## src/rtl/sodor_mem_pkg.sv

```systemverilog
// Shared types and constants for the Sodor memory arbiter: access-type codes,
// FSM states, port identifiers and the timeout reply word.
package sodor_mem_pkg;

    localparam logic [2:0] MT_B  = 3'd1;
    localparam logic [2:0] MT_H  = 3'd2;
    localparam logic [2:0] MT_W  = 3'd3;
    localparam logic [2:0] MT_BU = 3'd5;
    localparam logic [2:0] MT_HU = 3'd6;

    typedef enum logic [1:0] {IDLE, ISSUE, WAIT_RESP, RESP_LOCAL} state_e;
    typedef enum logic {IMEM, DMEM} port_e;

    localparam logic [31:0] TIMEOUT_DATA = 32'hDEAD_BEEF;

endpackage

```

## src/rtl/sodor_mem_lane_align.sv

```systemverilog
// Byte-lane steering for sub-word accesses: store byte enables/replicated data,
// load extraction with sign/zero extension, and the misalignment check.
module sodor_mem_lane_align
    import sodor_mem_pkg::*;
(
    input  logic [2:0]  typ,
    input  logic [1:0]  offset,
    input  logic [31:0] st_in,
    input  logic [31:0] ld_in,
    output logic [3:0]  st_be,
    output logic [31:0] st_data,
    output logic [31:0] ld_data,
    output logic        misalign
);

    logic [31:0] shifted;

    always_comb begin
        shifted  = ld_in >> {offset, 3'b000};
        st_be    = 4'hF;
        st_data  = st_in;
        ld_data  = shifted;
        misalign = (offset != 2'b00);
        // Any code outside the byte/half families, including illegal ones, acts as a word.
        case (typ)
            MT_B, MT_BU: begin
                st_be    = 4'b0001 << offset;
                st_data  = {4{st_in[7:0]}};
                ld_data  = (typ == MT_B) ? {{24{shifted[7]}}, shifted[7:0]}
                                         : {24'b0, shifted[7:0]};
                misalign = 1'b0;
            end
            MT_H, MT_HU: begin
                st_be    = 4'b0011 << {offset[1], 1'b0};
                st_data  = {2{st_in[15:0]}};
                ld_data  = (typ == MT_H) ? {{16{shifted[15]}}, shifted[15:0]}
                                         : {16'b0, shifted[15:0]};
                misalign = offset[0];
            end
            default: ;
        endcase
    end

endmodule

```

## src/rtl/sodor_mem_arbiter.sv

```systemverilog
// Round-robin arbiter sharing one single-ported memory between Sodor's fetch and
// data ports, one transaction outstanding, with sub-word store/load handling.
module sodor_mem_arbiter
    import sodor_mem_pkg::*;
#(
    parameter int SIZE_OF_THE_BUS = 32,
    parameter int TIMEOUT         = 64
) (
    input  logic                       clk,
    input  logic                       rst_n,
    input  logic                       imem_req_valid,
    output logic                       imem_req_ready,
    input  logic [SIZE_OF_THE_BUS-1:0] imem_req_addr,
    output logic                       imem_resp_valid,
    output logic [SIZE_OF_THE_BUS-1:0] imem_resp_data,
    input  logic                       dmem_req_valid,
    output logic                       dmem_req_ready,
    input  logic [SIZE_OF_THE_BUS-1:0] dmem_req_addr,
    input  logic [SIZE_OF_THE_BUS-1:0] dmem_req_data,
    input  logic                       dmem_req_write_en,
    input  logic [2:0]                 dmem_req_bits_typ,
    output logic                       dmem_resp_valid,
    output logic [SIZE_OF_THE_BUS-1:0] dmem_resp_data,
    output logic                       mem_req_valid,
    input  logic                       mem_req_ready,
    output logic [SIZE_OF_THE_BUS-1:0] mem_req_addr,
    output logic [SIZE_OF_THE_BUS-1:0] mem_req_data,
    output logic                       mem_req_we,
    output logic [3:0]                 mem_req_be,
    input  logic                       mem_resp_valid,
    input  logic [SIZE_OF_THE_BUS-1:0] mem_resp_data,
    output logic                       busy,
    output logic                       timeout_err,
    output logic                       misalign_err
);

    localparam int CNT_W = (TIMEOUT > 1) ? $clog2(TIMEOUT) : 1;

    state_e                     state_q, state_d;
    port_e                      last_grant_q, last_grant_d, port_q, port_d;
    logic [SIZE_OF_THE_BUS-1:0] addr_q, addr_d, wdata_q, wdata_d;
    logic [3:0]                 be_q, be_d;
    logic                       we_q, we_d;
    logic [2:0]                 typ_q, typ_d;
    logic [CNT_W-1:0]           cnt_q, cnt_d;
    logic                       ivld_q, ivld_d, dvld_q, dvld_d;
    logic [SIZE_OF_THE_BUS-1:0] idata_q, idata_d, ddata_q, ddata_d;
    logic                       terr_q, terr_d, merr_q, merr_d;
    logic                       grant_imem, grant_dmem;

    logic [2:0]                 la_typ;
    logic [1:0]                 la_off;
    logic [3:0]                 la_be;
    logic [SIZE_OF_THE_BUS-1:0] la_st_data, la_ld_data;
    logic                       la_misalign;

    // Readies are gated by rst_n so they read 0 while reset is held.
    always_comb begin
        grant_imem = 1'b0;
        grant_dmem = 1'b0;
        if (rst_n && state_q == IDLE) begin
            if (imem_req_valid && dmem_req_valid) begin
                grant_imem = (last_grant_q == DMEM);
                grant_dmem = (last_grant_q == IMEM);
            end else begin
                grant_imem = imem_req_valid;
                grant_dmem = dmem_req_valid;
            end
        end
    end

    // The aligner sees the live request while idle and the latched one afterwards.
    assign la_typ = (state_q == IDLE) ? dmem_req_bits_typ : typ_q;
    assign la_off = (state_q == IDLE) ? dmem_req_addr[1:0] : addr_q[1:0];

    sodor_mem_lane_align u_lane_align (
        .typ      (la_typ),
        .offset   (la_off),
        .st_in    (dmem_req_data),
        .ld_in    (mem_resp_data),
        .st_be    (la_be),
        .st_data  (la_st_data),
        .ld_data  (la_ld_data),
        .misalign (la_misalign)
    );

    always_comb begin
        state_d      = state_q;
        last_grant_d = last_grant_q;
        port_d       = port_q;
        addr_d       = addr_q;
        wdata_d      = wdata_q;
        be_d         = be_q;
        we_d         = we_q;
        typ_d        = typ_q;
        cnt_d        = cnt_q;
        ivld_d       = 1'b0;
        dvld_d       = 1'b0;
        idata_d      = idata_q;
        ddata_d      = ddata_q;
        terr_d       = terr_q;
        merr_d       = merr_q;
        case (state_q)
            IDLE: begin
                if (grant_imem) begin
                    port_d       = IMEM;
                    last_grant_d = IMEM;
                    addr_d       = imem_req_addr;
                    wdata_d      = '0;
                    be_d         = 4'hF;
                    we_d         = 1'b0;
                    typ_d        = MT_W;
                    state_d      = ISSUE;
                end else if (grant_dmem) begin
                    port_d       = DMEM;
                    last_grant_d = DMEM;
                    addr_d       = dmem_req_addr;
                    wdata_d      = la_st_data;
                    be_d         = dmem_req_write_en ? la_be : 4'hF;
                    we_d         = dmem_req_write_en;
                    typ_d        = dmem_req_bits_typ;
                    if (la_misalign) begin
                        merr_d  = 1'b1;
                        dvld_d  = 1'b1;
                        ddata_d = '0;
                        state_d = RESP_LOCAL;
                    end else begin
                        state_d = ISSUE;
                    end
                end
            end
            ISSUE: begin
                if (mem_req_ready) begin
                    cnt_d   = '0;
                    state_d = WAIT_RESP;
                end
            end
            WAIT_RESP: begin
                if (mem_resp_valid) begin
                    state_d = IDLE;
                    if (port_q == IMEM) begin
                        ivld_d  = 1'b1;
                        idata_d = mem_resp_data;
                    end else begin
                        dvld_d  = 1'b1;
                        ddata_d = we_q ? '0 : la_ld_data;
                    end
                end else if (cnt_q == CNT_W'(TIMEOUT - 1)) begin
                    state_d = IDLE;
                    terr_d  = 1'b1;
                    if (port_q == IMEM) begin
                        ivld_d  = 1'b1;
                        idata_d = TIMEOUT_DATA;
                    end else begin
                        dvld_d  = 1'b1;
                        ddata_d = TIMEOUT_DATA;
                    end
                end else begin
                    cnt_d = cnt_q + 1'b1;
                end
            end
            RESP_LOCAL: state_d = IDLE;
            default:    state_d = IDLE;
        endcase
    end

    always_ff @(posedge clk or negedge rst_n) begin
        if (!rst_n) begin
            state_q      <= IDLE;
            last_grant_q <= DMEM;
            port_q       <= IMEM;
            addr_q       <= '0;
            wdata_q      <= '0;
            be_q         <= '0;
            we_q         <= 1'b0;
            typ_q        <= '0;
            cnt_q        <= '0;
            ivld_q       <= 1'b0;
            dvld_q       <= 1'b0;
            idata_q      <= '0;
            ddata_q      <= '0;
            terr_q       <= 1'b0;
            merr_q       <= 1'b0;
        end else begin
            state_q      <= state_d;
            last_grant_q <= last_grant_d;
            port_q       <= port_d;
            addr_q       <= addr_d;
            wdata_q      <= wdata_d;
            be_q         <= be_d;
            we_q         <= we_d;
            typ_q        <= typ_d;
            cnt_q        <= cnt_d;
            ivld_q       <= ivld_d;
            dvld_q       <= dvld_d;
            idata_q      <= idata_d;
            ddata_q      <= ddata_d;
            terr_q       <= terr_d;
            merr_q       <= merr_d;
        end
    end

    assign imem_req_ready  = grant_imem;
    assign dmem_req_ready  = grant_dmem;
    assign imem_resp_valid = ivld_q;
    assign imem_resp_data  = idata_q;
    assign dmem_resp_valid = dvld_q;
    assign dmem_resp_data  = ddata_q;
    assign mem_req_valid   = (state_q == ISSUE);
    assign mem_req_addr    = {addr_q[SIZE_OF_THE_BUS-1:2], 2'b00};
    assign mem_req_data    = wdata_q;
    assign mem_req_we      = we_q;
    assign mem_req_be      = be_q;
    assign busy            = (state_q != IDLE);
    assign timeout_err     = terr_q;
    assign misalign_err    = merr_q;

endmodule

```

## config.mk

```make
export PLATFORM = sky130hd
export DESIGN_NAME = sodor_mem_arbiter
export DESIGN_NICKNAME = d
export VERILOG_FILES = /design/src/rtl/sodor_mem_pkg.sv /design/src/rtl/sodor_mem_lane_align.sv /design/src/rtl/sodor_mem_arbiter.sv
export SDC_FILE = /design/constraint.sdc
export NUM_CORES = 1
export LEC_CHECK = 0
export ABC_CLOCK_PERIOD_IN_PS = 2610
export CORE_UTILIZATION = 41
export CTS_CLUSTER_SIZE = 25
export DETAILED_ROUTE_END_ITERATION = 6
export GPL_ROUTABILITY_DRIVEN = 0
export PLACE_DENSITY = 0.8
export SLEW_MARGIN = 5
export SYNTH_ARGS = -nofsm -noshare
export SYNTH_HDL_FRONTEND = slang
export SYNTH_HIERARCHICAL = 1
export SYNTH_SLANG_ARGS = --single-unit
```

## constraint.sdc

```tcl
create_clock -name clk -period 2.61 [get_ports clk]
set_input_delay 0.6525 -clock clk [delete_from_list [all_inputs] [get_ports clk]]
set_output_delay 0.6525 -clock clk [all_outputs]
set_load 0.02 [all_outputs]
```

==> impl_metrics.py, run 1 <==
metrics = {
    "cells_and_area": {
        "fillers": 1460,
        "syn_to_final_growth_pct": 47.3,
        "fin_nets": 1176,
        "multi_input_comb_area_um2": 3410,
        "drive_gt1_share_pct": 12.4,
        "final-seq-area_um2": 3750,
    },
    "route": {
        "drc": 0,
        "drt_iter0_drc": 629,
        "wl_per_cell_um": 19.7,
        "dr.pass1.iters": 5,
        "num_vias": 7079,
        "finalWirelength_mm": 25.2,
        "vias_per_cell": 5.54,
        "final_antenna_net_count": 0,
    },
    "synthesis": {
        "synth-main-ff-cell": "dfrtp_1",
        "async_flop_share_pct": 100,
        "synth_edf_count": 0,
        "ys_ff_latch": 150,
        "synth_area_per_cell_um2": 10.1,
        "netlist_instances": 772,
        "synth.distinct_cells": 50,
        "synth_warnings": 6,
        "ys_seq_area_share_pct": 48.4,
        "syn_area_um2": 7760,
    },
    "clock_tree": {
        "clk_path_buf_depth": 2,
        "cts_buffers": 17,
        "root_buffer": "clkbuf_16",
        "cts.hold.buffers_added": 0,
        "htreeDepth": 4,
        "path_clk_slew_ns": 0.07,
        "cts_sinks": 150,
        "cts_tree": "built",
        "worstSkewPairLatency_ns": 0.43,
    },
    "setup_path": {
        "reg2reg_depth": 9,
        "cp_max_fo": 18,
        "crit_path_start": "dmem_req_addr[1]",
        "arrival_ns": 2.83,
        "crit_type": "in2reg",
        "cp-end-kind": "flip-flop",
        "required_ns": 2.92,
        "r2r-start": "state_q[0]",
        "cp-start-kind": "primary input",
    },
    "sta": {
        "finalCritPeriodShare_pct": 96.4,
        "hold_viol": 0,
        "period_needed_ns": 2.52,
        "final-setup-viol-count": 0,
        "slew_headroom_pct": 42.7,
        "finClkSkew_ns": 0.0124,
        "worst_pin_slew_ns": 0.860,
        "drv_slew": 0,
        "max_freq_mhz": 398,
        "fin_setup_tns_ns": 0,
        "holdWs_ns": 0.325,
    },
    "power": {
        "irDropWorstVdd_uv": 572,
        "p_leak_nw": 5.00,
        "power_density_nw_per_um2": 1270,
    },
    "flow_run": {
        "drv_cap": 0,
    },
    "global_routing": {
        "grt_start_max_net_pins": 151,
        "top_usage_layer": "met2",
        "grt_overflow_total": 0,
        "grt_pass1_vias": 6894,
        "grt_usage_pct": 25.4,
        "grt_first_pass_wirelength_mm": 38.3,
        "antenna_found_initial": 1,
        "met2_usage_pct": 41.8,
        "use_met1_pct": 32.7,
        "grt_util_met3_pct": 5.57,
    },
    "floorplan": {
        "core_area_um2": 18300,
        "boundaryPins": 279,
        "die-area_um2": 19500,
        "num_rows": 49,
        "initial_utilization_pct": 42.5,
        "die_x_um": 140,
        "die_h_um": 140,
    },
    "placed_design": {
        "hpwl_mm": 17.9,
        "portBuffers": 276,
    },
    "outcome": {
        "status": "complete, no violations",
    },
    "min_path": {
        "hold_path.class": "in2async",
    },
}
worst max-delay path, cell delays in order:
cell             delay [ns]
clkdlybuf4s50_1        0.52
mux2_4                 0.21
buf_4                  0.25
and3b_1                0.24
a21oi_4                0.17
buf_12                 0.15
o221ai_1               0.13
nand2b_1               0.12
a21oi_1                0.07
mux2_1                 0.30
cell families (layout without fill, tap and decap cells):
kind of cell / count (synthesis) / after routing / synth area share, %
buffers and inverters: 118 / 391 / 8.84
other: 1 / 3 / 0.0483
AOI/OAI and AO/OA: 232 / 232 / 21.9
muxes: 55 / 55 / 7.79
and+or+nand+nor: 213 / 215 / 12.5
adders and majority gates: 3 / 3 / 0.484
DFF: 150 / 150 / 48.4
Yosys cell counts, types with 2 or more instances:
cell type / number / share of area, %
buf_4: 47 / 4.5
or2_2: 2 / 0.16
a22oi_1: 10 / 0.97
dfrtp_1: 149 / 48
buf_2: 5 / 0.32
o32a_1: 4 / 0.52
nor3b_2: 3 / 0.48
mux2i_1: 24 / 3.1
o211ai_1: 9 / 0.87
mux2_1: 21 / 3.0
buf_1: 2 / 0.097
o31ai_1: 2 / 0.19
nand2_1: 121 / 5.9
o21bai_1: 2 / 0.19
a2bb2oi_1: 7 / 0.79
a21o_1: 4 / 0.39
o22a_1: 27 / 3.0
a211oi_1: 7 / 0.68
a21oi_1: 36 / 2.3
nand3_1: 6 / 0.39
o21ai_1: 3 / 0.19
and2_1: 2 / 0.16
inv_1: 18 / 0.87
nor2b_1: 10 / 0.81
ha_1: 3 / 0.48
nand2b_1: 28 / 2.3
o21ai_0: 29 / 1.9
a31oi_1: 30 / 2.4
o221ai_1: 7 / 0.79
clkbuf_1: 36 / 1.7
buf_6: 8 / 1.2
inv_2: 2 / 0.097
a22o_1: 50 / 5.6
mux2_2: 8 / 1.2
nor2_1: 35 / 1.7
per-layer routing:
| layer | share of wire, % | wire, µm |
|---|---|---|
| met1 | 41 | 10400 |
| met2 | 48 | 12100 |
| met5 | 0 | 0 |
| met3 | 8.0 | 2010 |
| met4 | 2.7 | 671 |
registers in the layout, indices dropped and copies added (netlist names):
signal,count
mem_req_be,4
state_q,2
dmem_resp_data,32
imem_resp_valid,1
mem_req_data,32
timeout_err,1
dmem_resp_valid,1
misalign_err,1
cnt_q,6
typ_q,3
imem_resp_data,32
port_q,1
mem_req_we,1
last_grant_q,1
addr_q,32
placed cells by master (no fill, tap or decap), types with 6 or more instances in the layout:
master	n
nand2_1	121
mux2_1	20
nor2_1	34
a21oi_1	35
o211ai_1	9
buf_4	55
nand2b_1	28
inv_1	18
nand3_1	6
o221ai_1	7
o22a_1	27
clkbuf_16	17
a22o_1	50
a31oi_1	30
buf_12	6
mux2_2	7
clkdlybuf4s50_1	273
a211oi_1	7
a22oi_1	10
dfrtp_1	149
o21ai_0	29
nor2b_1	10
mux2i_1	23
per-stage QoR:
stage | setup slack (ns) | util [%] | cells | area, µm² | total power, mW
final | 0.0948 | 62.5 | 1278 | 11400 | 14.5
after global placement | -0.296 | 58.9 | 1242 | 10800 | 11.7
after CTS | 0.00738 | 62.1 | 1274 | 11300 | 14.4
after global routing | -0.0175 | 62.5 | 1278 | 11400 | 15.3
after floorplan | 0.0338 | - | 773 | 7770 | 8.62
after detailed placement | -0.339 | 58.9 | 1242 | 10800 | 11.8
timing repair:
item,in CTS,in global routing
gates cloned,0,2
pin swaps,0,2
setup buffers,0,1
setup endpoints to repair,2,29
resized for setup,3,9
report_power, final:
part / switching (mW) / total [mW] / internal, mW
registers: 0.594 / 3.92 / 3.33
clock network: 1.00 / 2.46 / 1.46
logic: 4.21 / 8.12 / 3.91
total: 5.81 / 14.5 / 8.70
layout make-up:
type,count,area share [%]
Sequential cell,150,32.9
Multi-Input combinational cell,507,29.8
Timing Repair Buffer,339,29.0
Clock buffer,20,4.00
Tap cell,229,2.51
Clock inverter,12,1.12
Inverter,20,0.657
Antenna cell,1,0.0219
worst paths after layout:
path	endpoint	slack [ns]
worst max-delay path	dmem_resp_data[16]	0.09
worst min-delay path	imem_resp_data[0]	0.32
worst max register to register	dmem_resp_data[16]	0.10
worst min register to register	last_grant_q	0.47
max in group asynchronous	cnt_q[1]	1.60
min in group clk	last_grant_q	0.47
(Power assumes the default switching activity.)
==> run 2, diff against run 1 <==
--- a/config.mk
+++ b/config.mk
@@ -6,6 +6,7 @@
 export NUM_CORES = 1
 export LEC_CHECK = 0
 export ABC_CLOCK_PERIOD_IN_PS = 2610
+export CAP_MARGIN = 30
 export CORE_UTILIZATION = 41
 export CTS_CLUSTER_SIZE = 25
 export DETAILED_ROUTE_END_ITERATION = 6
==> results of run 2 <==
Final layout, timing and power as in run 1 (identical DEF).
